`config.mk`:
```
export PLATFORM = sky130hd
export DESIGN_NAME = frv_trace_buffer
export DESIGN_NICKNAME = d
export VERILOG_FILES = /design/src/rtl/frv_trace_pkg.sv /design/src/rtl/frv_trace_ram.sv /design/src/rtl/frv_trace_buffer.sv
export SDC_FILE = /design/constraint.sdc
export NUM_CORES = 1
export LEC_CHECK = 0
export CELL_PAD_IN_SITES_DETAIL_PLACEMENT = 1
export CELL_PAD_IN_SITES_GLOBAL_PLACEMENT = 2
export CORE_ASPECT_RATIO = 1.75
export CORE_MARGIN = 5
export CORE_UTILIZATION = 44
export CTS_CLUSTER_SIZE = 30
export DETAILED_ROUTE_END_ITERATION = 8
export PLACE_DENSITY = 0.72
export RECOVER_POWER = 25
export SLEW_MARGIN = 20
export SYNTH_ARGS = -nofsm -noshare
export SYNTH_HDL_FRONTEND = slang
export SYNTH_HIERARCHICAL = 1
export SYNTH_SLANG_ARGS = --single-unit
export TNS_END_PERCENT = 20
```
`constraint.sdc`:
```
create_clock -name g_clk -period 7.4 [get_ports g_clk]
set_input_delay 2.22 -clock g_clk [delete_from_list [all_inputs] [get_ports g_clk]]
set_output_delay 2.22 -clock g_clk [all_outputs]
set_load 0.02 [all_outputs]
```
`src/rtl/frv_trace_pkg.sv`:
```
// Shared definitions for the FRV instruction trace buffer.
// The entry struct carries a fixed-width sequence field so one type can
// serve every SEQW setting; the buffer stores the low SEQW bits in it.
package frv_trace_pkg;

  // Widest sequence number an entry can carry.
  localparam int SEQ_MAXW = 32;

  // Saturation point of the dropped-record counter.
  localparam logic [7:0] DROP_CNT_MAX = 8'd255;

  // One captured trace record as held in the buffer storage.
  typedef struct packed {
    logic [31:0]         pc;
    logic [31:0]         instr;
    logic [SEQ_MAXW-1:0] seq;
    logic                gap;
  } trace_entry_t;

  // Increment an 8-bit count, holding at DROP_CNT_MAX.
  function automatic logic [7:0] sat_inc8(input logic [7:0] value);
    return (value == DROP_CNT_MAX) ? value : value + 8'd1;
  endfunction

endpackage

```
`src/rtl/frv_trace_ram.sv`:
```
// Trace entry storage: DEPTH entries, one synchronous write port and one
// asynchronous read port. The array is deliberately not reset; the control
// logic in the buffer decides which entries are meaningful.
module frv_trace_ram
  import frv_trace_pkg::*;
#(
  parameter int DEPTH = 8,
  parameter int AW    = 3
) (
  input  logic         i_clk,
  input  logic         i_we,
  input  logic [AW-1:0] i_waddr,
  input  trace_entry_t i_wdata,
  input  logic [AW-1:0] i_raddr,
  output trace_entry_t o_rdata
);

  trace_entry_t r_mem [DEPTH];

  // Write the incoming record into its slot on the clock edge when enabled.
  always_ff @(posedge i_clk) begin
    if (i_we) begin
      r_mem[i_waddr] <= i_wdata;
    end
  end

  // The read side is purely combinational so the head entry falls through.
  assign o_rdata = r_mem[i_raddr];

endmodule

```
`src/rtl/frv_trace_buffer.sv`:
```
// First-word-fall-through trace buffer sitting between the core trace port
// and a slower sink. When the buffer is full and nothing leaves, incoming
// records are dropped; the drop is counted, flagged sticky, and the next
// record that does get stored is marked with a gap bit so the sink knows
// the stream is discontinuous there.
module frv_trace_buffer
  import frv_trace_pkg::*;
#(
  parameter int DEPTH = 8,
  parameter int SEQW  = 16
) (
  input  logic                     g_clk,
  input  logic                     g_resetn,
  input  logic                     flush,
  input  logic                     trs_valid,
  input  logic [31:0]              trs_pc,
  input  logic [31:0]              trs_instr,
  output logic                     out_valid,
  input  logic                     out_ready,
  output logic [31:0]              out_pc,
  output logic [31:0]              out_instr,
  output logic [SEQW-1:0]          out_seq,
  output logic                     out_gap,
  output logic [$clog2(DEPTH):0]   occupancy,
  output logic [7:0]               drop_count,
  output logic                     overflow
);

  localparam int AW = $clog2(DEPTH);
  localparam int OW = $clog2(DEPTH) + 1;
  localparam logic [OW-1:0] OCC_FULL = OW'(DEPTH);

  logic [AW-1:0]   r_wr_ptr;
  logic [AW-1:0]   r_rd_ptr;
  logic [OW-1:0]   r_occ;
  logic [SEQW-1:0] r_seq;
  logic [7:0]      r_drop_count;
  logic            r_overflow;
  logic            r_gap_pending;

  logic            w_full;
  logic            w_pop;
  logic            w_push;
  logic            w_drop;
  trace_entry_t    w_wdata;
  trace_entry_t    w_head;
  logic            w_unused_seq;

  // Handshake decode. Flush overrides everything, so neither a pop nor a
  // push nor a drop is recognised in a flush cycle. A full buffer still
  // accepts a record when the head leaves in the same cycle.
  assign w_full = (r_occ == OCC_FULL);
  assign w_pop  = out_valid && out_ready && !flush;
  assign w_push = trs_valid && !flush && (!w_full || w_pop);
  assign w_drop = trs_valid && !flush && w_full && !w_pop;

  // Record as it will be stored: the gap bit reports drops since the last
  // stored record, and the sequence number is the pre-increment value.
  always_comb begin
    w_wdata       = '0;
    w_wdata.pc    = trs_pc;
    w_wdata.instr = trs_instr;
    w_wdata.seq   = SEQ_MAXW'(r_seq);
    w_wdata.gap   = r_gap_pending;
  end

  frv_trace_ram #(
    .DEPTH (DEPTH),
    .AW    (AW)
  ) u_ram (
    .i_clk   (g_clk),
    .i_we    (w_push),
    .i_waddr (r_wr_ptr),
    .i_wdata (w_wdata),
    .i_raddr (r_rd_ptr),
    .o_rdata (w_head)
  );

  // Head entry is shown straight from storage; data is meaningless while
  // out_valid is low.
  assign out_valid    = (r_occ != '0);
  assign out_pc       = w_head.pc;
  assign out_instr    = w_head.instr;
  assign out_seq      = w_head.seq[SEQW-1:0];
  assign out_gap      = w_head.gap;
  assign occupancy    = r_occ;
  assign drop_count   = r_drop_count;
  assign overflow     = r_overflow;
  assign w_unused_seq = ^w_head.seq;

  // Read and write pointers; both wrap naturally because DEPTH is a power
  // of two, and a flush returns them to the start of the array.
  always_ff @(posedge g_clk or negedge g_resetn) begin
    if (!g_resetn) begin
      r_wr_ptr <= '0;
      r_rd_ptr <= '0;
    end else if (flush) begin
      r_wr_ptr <= '0;
      r_rd_ptr <= '0;
    end else begin
      if (w_push) begin
        r_wr_ptr <= r_wr_ptr + AW'(1);
      end
      if (w_pop) begin
        r_rd_ptr <= r_rd_ptr + AW'(1);
      end
    end
  end

  // Entry count: up on a lone push, down on a lone pop, unchanged when both
  // or neither happen.
  always_ff @(posedge g_clk or negedge g_resetn) begin
    if (!g_resetn) begin
      r_occ <= '0;
    end else if (flush) begin
      r_occ <= '0;
    end else begin
      case ({w_push, w_pop})
        2'b10:   r_occ <= r_occ + OW'(1);
        2'b01:   r_occ <= r_occ - OW'(1);
        default: r_occ <= r_occ;
      endcase
    end
  end

  // Sequence counter advances for every record the core offers, stored or
  // dropped. It survives a flush so numbering stays monotonic for the sink;
  // a record offered during the flush cycle is simply ignored.
  always_ff @(posedge g_clk or negedge g_resetn) begin
    if (!g_resetn) begin
      r_seq <= '0;
    end else if (w_push || w_drop) begin
      r_seq <= r_seq + SEQW'(1);
    end
  end

  // Drop bookkeeping: saturating counter, sticky overflow flag, and the
  // pending gap marker that the next stored record consumes.
  always_ff @(posedge g_clk or negedge g_resetn) begin
    if (!g_resetn) begin
      r_drop_count  <= '0;
      r_overflow    <= 1'b0;
      r_gap_pending <= 1'b0;
    end else if (flush) begin
      r_drop_count  <= '0;
      r_overflow    <= 1'b0;
      r_gap_pending <= 1'b0;
    end else if (w_drop) begin
      r_drop_count  <= sat_inc8(r_drop_count);
      r_overflow    <= 1'b1;
      r_gap_pending <= 1'b1;
    end else if (w_push) begin
      r_gap_pending <= 1'b0;
    end
  end

endmodule
```
======== Word-level counts from Yosys, hierarchy flattened ========
Memory sizes are Yosys's and may differ from the RTL's.
Index checks and enable logic that the tools add are counted.
cells by class
  mux-type cells .......................... 16
  div/mod/pow operators ................... 0
  $mul .................................... 0
  bitwise logic cells ..................... 0
  shift-type cells ........................ 0
  eq/ne operators ......................... 5
  reductions and logical operators ........ 18
  order comparisons ....................... 0
  add/sub/neg operators ................... 6
operators by type and width
  operator                                                             count
  8-bit 2-to-1 mux                                                     3
  16-bit by 1-bit adder with 16-bit output (second input constant)     1
  3-bit 2-to-1 mux                                                     4
  8-bit by 1-bit adder with 8-bit output (second input constant)       1
  8-bit == test (second input constant)                                1
  4-bit one-hot mux with 2 select lines                                1
  1-bit 2-to-1 mux                                                     7
  3-bit by 1-bit adder with 3-bit output (second input constant)       2
  1-bit logical AND                                                    6
  2-bit nonzero test                                                   3
  3-bit nonzero test                                                   2
  4-bit by 1-bit adder with 4-bit output (second input constant)       1
  4-bit == test (second input constant)                                1
  4-bit 2-to-1 mux                                                     1
  4-bit nonzero test                                                   1
  4-bit by 1-bit subtractor with 4-bit output (second input constant)  1
  1-bit zero test                                                      3
  2-bit by 1-bit == test with 1-bit output (second input constant)     1
  2-bit == test (second input constant)                                1
  1-bit logical OR                                                     2
  2-bit != test (second input constant)                                1
  2-bit AND reduction                                                  1
storage, ports and cells
  RAM bits ................................ 648
  latch bits .............................. 0
  input bits .............................. 69
  ROM bits ................................ 0
  register bits ........................... 36
  output and inout port bits .............. 95
  memories kept ........................... 1
  word-level logic and storage cells ...... 53
memory list
  memory       depth  bits a word  rd ports  clocked after memory_dff  write ports  line                 RTL
  u_ram.r_mem  8      81           1         0                         1            frv_trace_ram.sv:18  trace_entry_t r_mem [DEPTH];

======== Longest topological paths before layout ========
  depth after elaboration ................. 8
  depth in mapped cells ................... 9
  gate-level depth less buffers ........... 8

======== Modules after synthesis ========
Netlist, hierarchy kept.
by module, submodules not included
  module            area each (um^2)  times used  cells an instance
  frv_trace_ram     29180.5           1           1135
  frv_trace_buffer  1835.5            1           176

======== Worst setup path after synthesis ========
OpenSTA, ideal clock, no wires.
  path type ............................... input-to-reg
  start point ............................. input port out_ready
  end point ............................... memory u_ram/r_mem[0][0] (netlist name) (enable)
  data arrival time ....................... 9.417 ns
  path slack .............................. -2.689 ns
  stages .................................. 5
  required time ........................... 6.729 ns
  buffers on the path ..................... 1
  library setup time ...................... 0.671 ns
  cells stage by stage .................... clkbuf_1 -> nor2_1 -> nor3_1 -> nand2b_1 -> nor3_1
on the way
  cells in the longest elaborated chain, start to end .. 6
ends and longest elaborated chain
  element                                 line                    RTL
  from (decl)                             frv_trace_buffer.sv:19  input logic out_ready,
  1-bit logical AND (2 in a row)          frv_trace_buffer.sv:53  assign w_pop = out_valid && out_ready && !flush;
  1-bit logical OR                        frv_trace_buffer.sv:54  assign w_push = trs_valid && !flush && (!w_full || w_pop);
  1-bit logical AND                       frv_trace_buffer.sv:54
  named net w_push                        frv_trace_buffer.sv:43  logic w_push;
  1-bit 2-to-1 mux                        frv_trace_ram.sv:22     if (i_we) begin
  1-bit 2-to-1 mux (implied by the code)  frv_trace_ram.sv:23     r_mem[i_waddr] <= i_wdata;
  to (decl)                               frv_trace_ram.sv:18
The timed path passes the listed nets, and every way through them passes these cells.

======== Final worst setup path ========
  start point ............................. register r_rd_ptr[2]
  end point ............................... output port out_instr[20]
on the way
  cells in the longest elaborated chain, start to end .. 1
ends and longest elaborated chain
  element                 line                     RTL
  from (decl)             frv_trace_buffer.sv:34   logic [AW-1:0] r_rd_ptr;
  from (signal assigned)  frv_trace_buffer.sv:105  r_rd_ptr <= r_rd_ptr + AW'(1);
  memory 8 x 81 bit       --
  to (decl)               frv_trace_buffer.sv:21   output logic [31:0] out_instr,
Every way passes these cells.

==> results_dict.tcl <==
set metrics [dict create \
    die_x_um 195 \
    clock_sinks 684 \
    finalCritPeriodShare 0.783 \
    syn_inst 1132 \
    via_per_inst 5.56 \
    cellLeakagePower_nw 9.55 \
    nFillCells 5115 \
    whs_ns 0.536 \
    portBuffers 163 \
    clk_pin_slew_ns 0.07 \
    holdPathEnd "overflow$_DFFE_PN0P_" \
    pre_cts_slack_ns 1.98 \
    hold_depth 2 \
    netlist_area_um2 26300 \
    reg2regPathDepth 8 \
    finalHoldViolCount 0 \
    antenna_found_initial 8 \
    area.sequential_um2 20400 \
    rsz0062_at_grt "no" \
    finalCriticalPeriod_ns 5.80 \
    reg2reg_slack_ns 4.45 \
    dp.cells 2038 \
    grt-ovfl-total 0 \
    setup_ws_ns 1.60 \
    finalNonFillerCells 2152 \
    ant_nets 0 \
    endpoint_kind "primary output" \
    hpwlAfterDp_um 31100 \
    cp-start-kind "flop" \
    slew_viol_final 0 \
    initial_core_util 0.444 \
    grt_pass1_wl_um 87200 \
    post-route-util 0.522 \
    hold_buffers 0 \
    cp.required_ns 5.18 \
    tightest_slew_ns 1.11 \
    outcome "complete, no violations" \
    dr.first_iter.drc_count 576 \
    cts-root-buf "clkbuf_16" \
    ys_warn_count 6 \
    fin_skew_ns 0.0199 \
    mostFrequentLayoutCell "edfxtp_1" \
    ios 164 \
    drc 0 \
    dr.pass1.iters 5 \
    ctsResizeCount 0 \
    cts_setup_buffers 0 \
    die_h_um 333 \
    dieArea_um2 64900 \
    arrival_ns 3.58 \
    insertion_delay_ns 0.61 \
    criticalPathCategory "flop to primary output" \
    power.density_nw_per_um2 310 \
    vias 12000 \
    drive_above_1_share 0.274 \
    syn_nets 1208 \
    core_area_um2 59200 \
    final_cell_mix "648 x edfxtp_1, 162 x mux4_2, 128 x clkdlybuf4s50_1" \
    grt_usage 0.175 \
    cts_buffers 59 \
    multi_input_area_um2 5580 \
    gp_congestion 0.778 \
    avgSynthCellArea_um2 23.2 \
    max_cap_viol_count 0 \
    fp-row-count 118 \
    grt_max_degree 82 \
    timing.rr.start "occupancy[1]$_DFFE_PN0P_" \
    cts_tree "built" \
    crit-reg2reg-capture "occupancy[3]$_DFFE_PN0P_" \
    htreeDepth 2 \
    clockBufferDepth 3 \
    drt-total-wl_um 56400 \
    grt_pass1_vias 13500 \
    hp-class "flop to flop" \
    timing.fmax_mhz 173 \
    slew-limit-headroom 0.262 \
    ir_drop_v 0.000182 \
    critPathMaxFanout 61 \
    setup_viol 0 \
    wl_per_cell_um 26.2 \
    worst_hold_startpoint "overflow$_DFFE_PN0P_" \
    timing.setup.tns_ns 0 \
    finalNetCount 1395 \
    areaGrowthSynthToFinish_pct 17.6 \
    crit_start "r_rd_ptr[2]$_DFFE_PN0P_" \
]
## report_power, final
| group | switching (mW) | internal [mW] |
|---|---|---|
| combinational | 0.834 | 0.940 |
| clock | 1.38 | 1.88 |
| sequential | 0.174 | 4.38 |
| total | 2.39 | 7.19 |
## worst max-delay path, cell delays in order, from the launching register on
cell and delay [ns]:
dfrtp_4 1.10, buf_4 0.54, mux4_2 0.38, mux2_2 0.34
clkdlybuf4s50_1 0.57
## state kept, by name, indices dropped and copies added (netlist names)
name	cells
overflow	1
r_gap_pending	1
drop_count	8
u_ram/r_mem	648
r_rd_ptr	3
occupancy	4
r_seq	16
r_wr_ptr	3
## routing by layer
metal  vias to the layer above  routed length [um]  GRT usage
li1                       5137                   -          -
met1                      6459               23300      0.234
met2                       278               29400      0.304
met3                        85                2280     0.0249
met4                         4                1310     0.0463
met5                         -                  14          0
## per-stage QoR
step / total power, mW / instance area, um2
final: 9.58 / 30900
after floorplan: 5.79 / 26300
after global placement: 6.44 / 28800
after CTS: 9.74 / 30900
after global routing: 9.98 / 30900
after detailed placement: 6.46 / 28800
## how the worst max path moves through the flow
stage	endpoint	slack, ns	cells after the start
after floorplan	u_ram/r_mem[4][0]$_DFFE_PP_	-1.56	5
after global placement	u_ram/r_mem[5][90]$_DFFE_PP_	2.06	6
after detailed placement	u_ram/r_mem[5][91]$_DFFE_PP_	1.98	6
after CTS	out_pc[30]	1.44	4
after global routing	out_pc[23]	1.36	4
final	out_instr[20]	1.60	4
## layout make-up
cell class / instances / share of cell area
Inverter: 4 / 0.000486
Sequential cell: 684 / 0.660
Tap cell: 780 / 0.0316
Antenna cell: 2 / 0.000162
Clock inverter: 45 / 0.0173
Multi-Input combinational cell: 386 / 0.181
Clock buffer: 67 / 0.0494
Timing Repair Buffer: 184 / 0.0606
(Power assumes the default switching activity.)
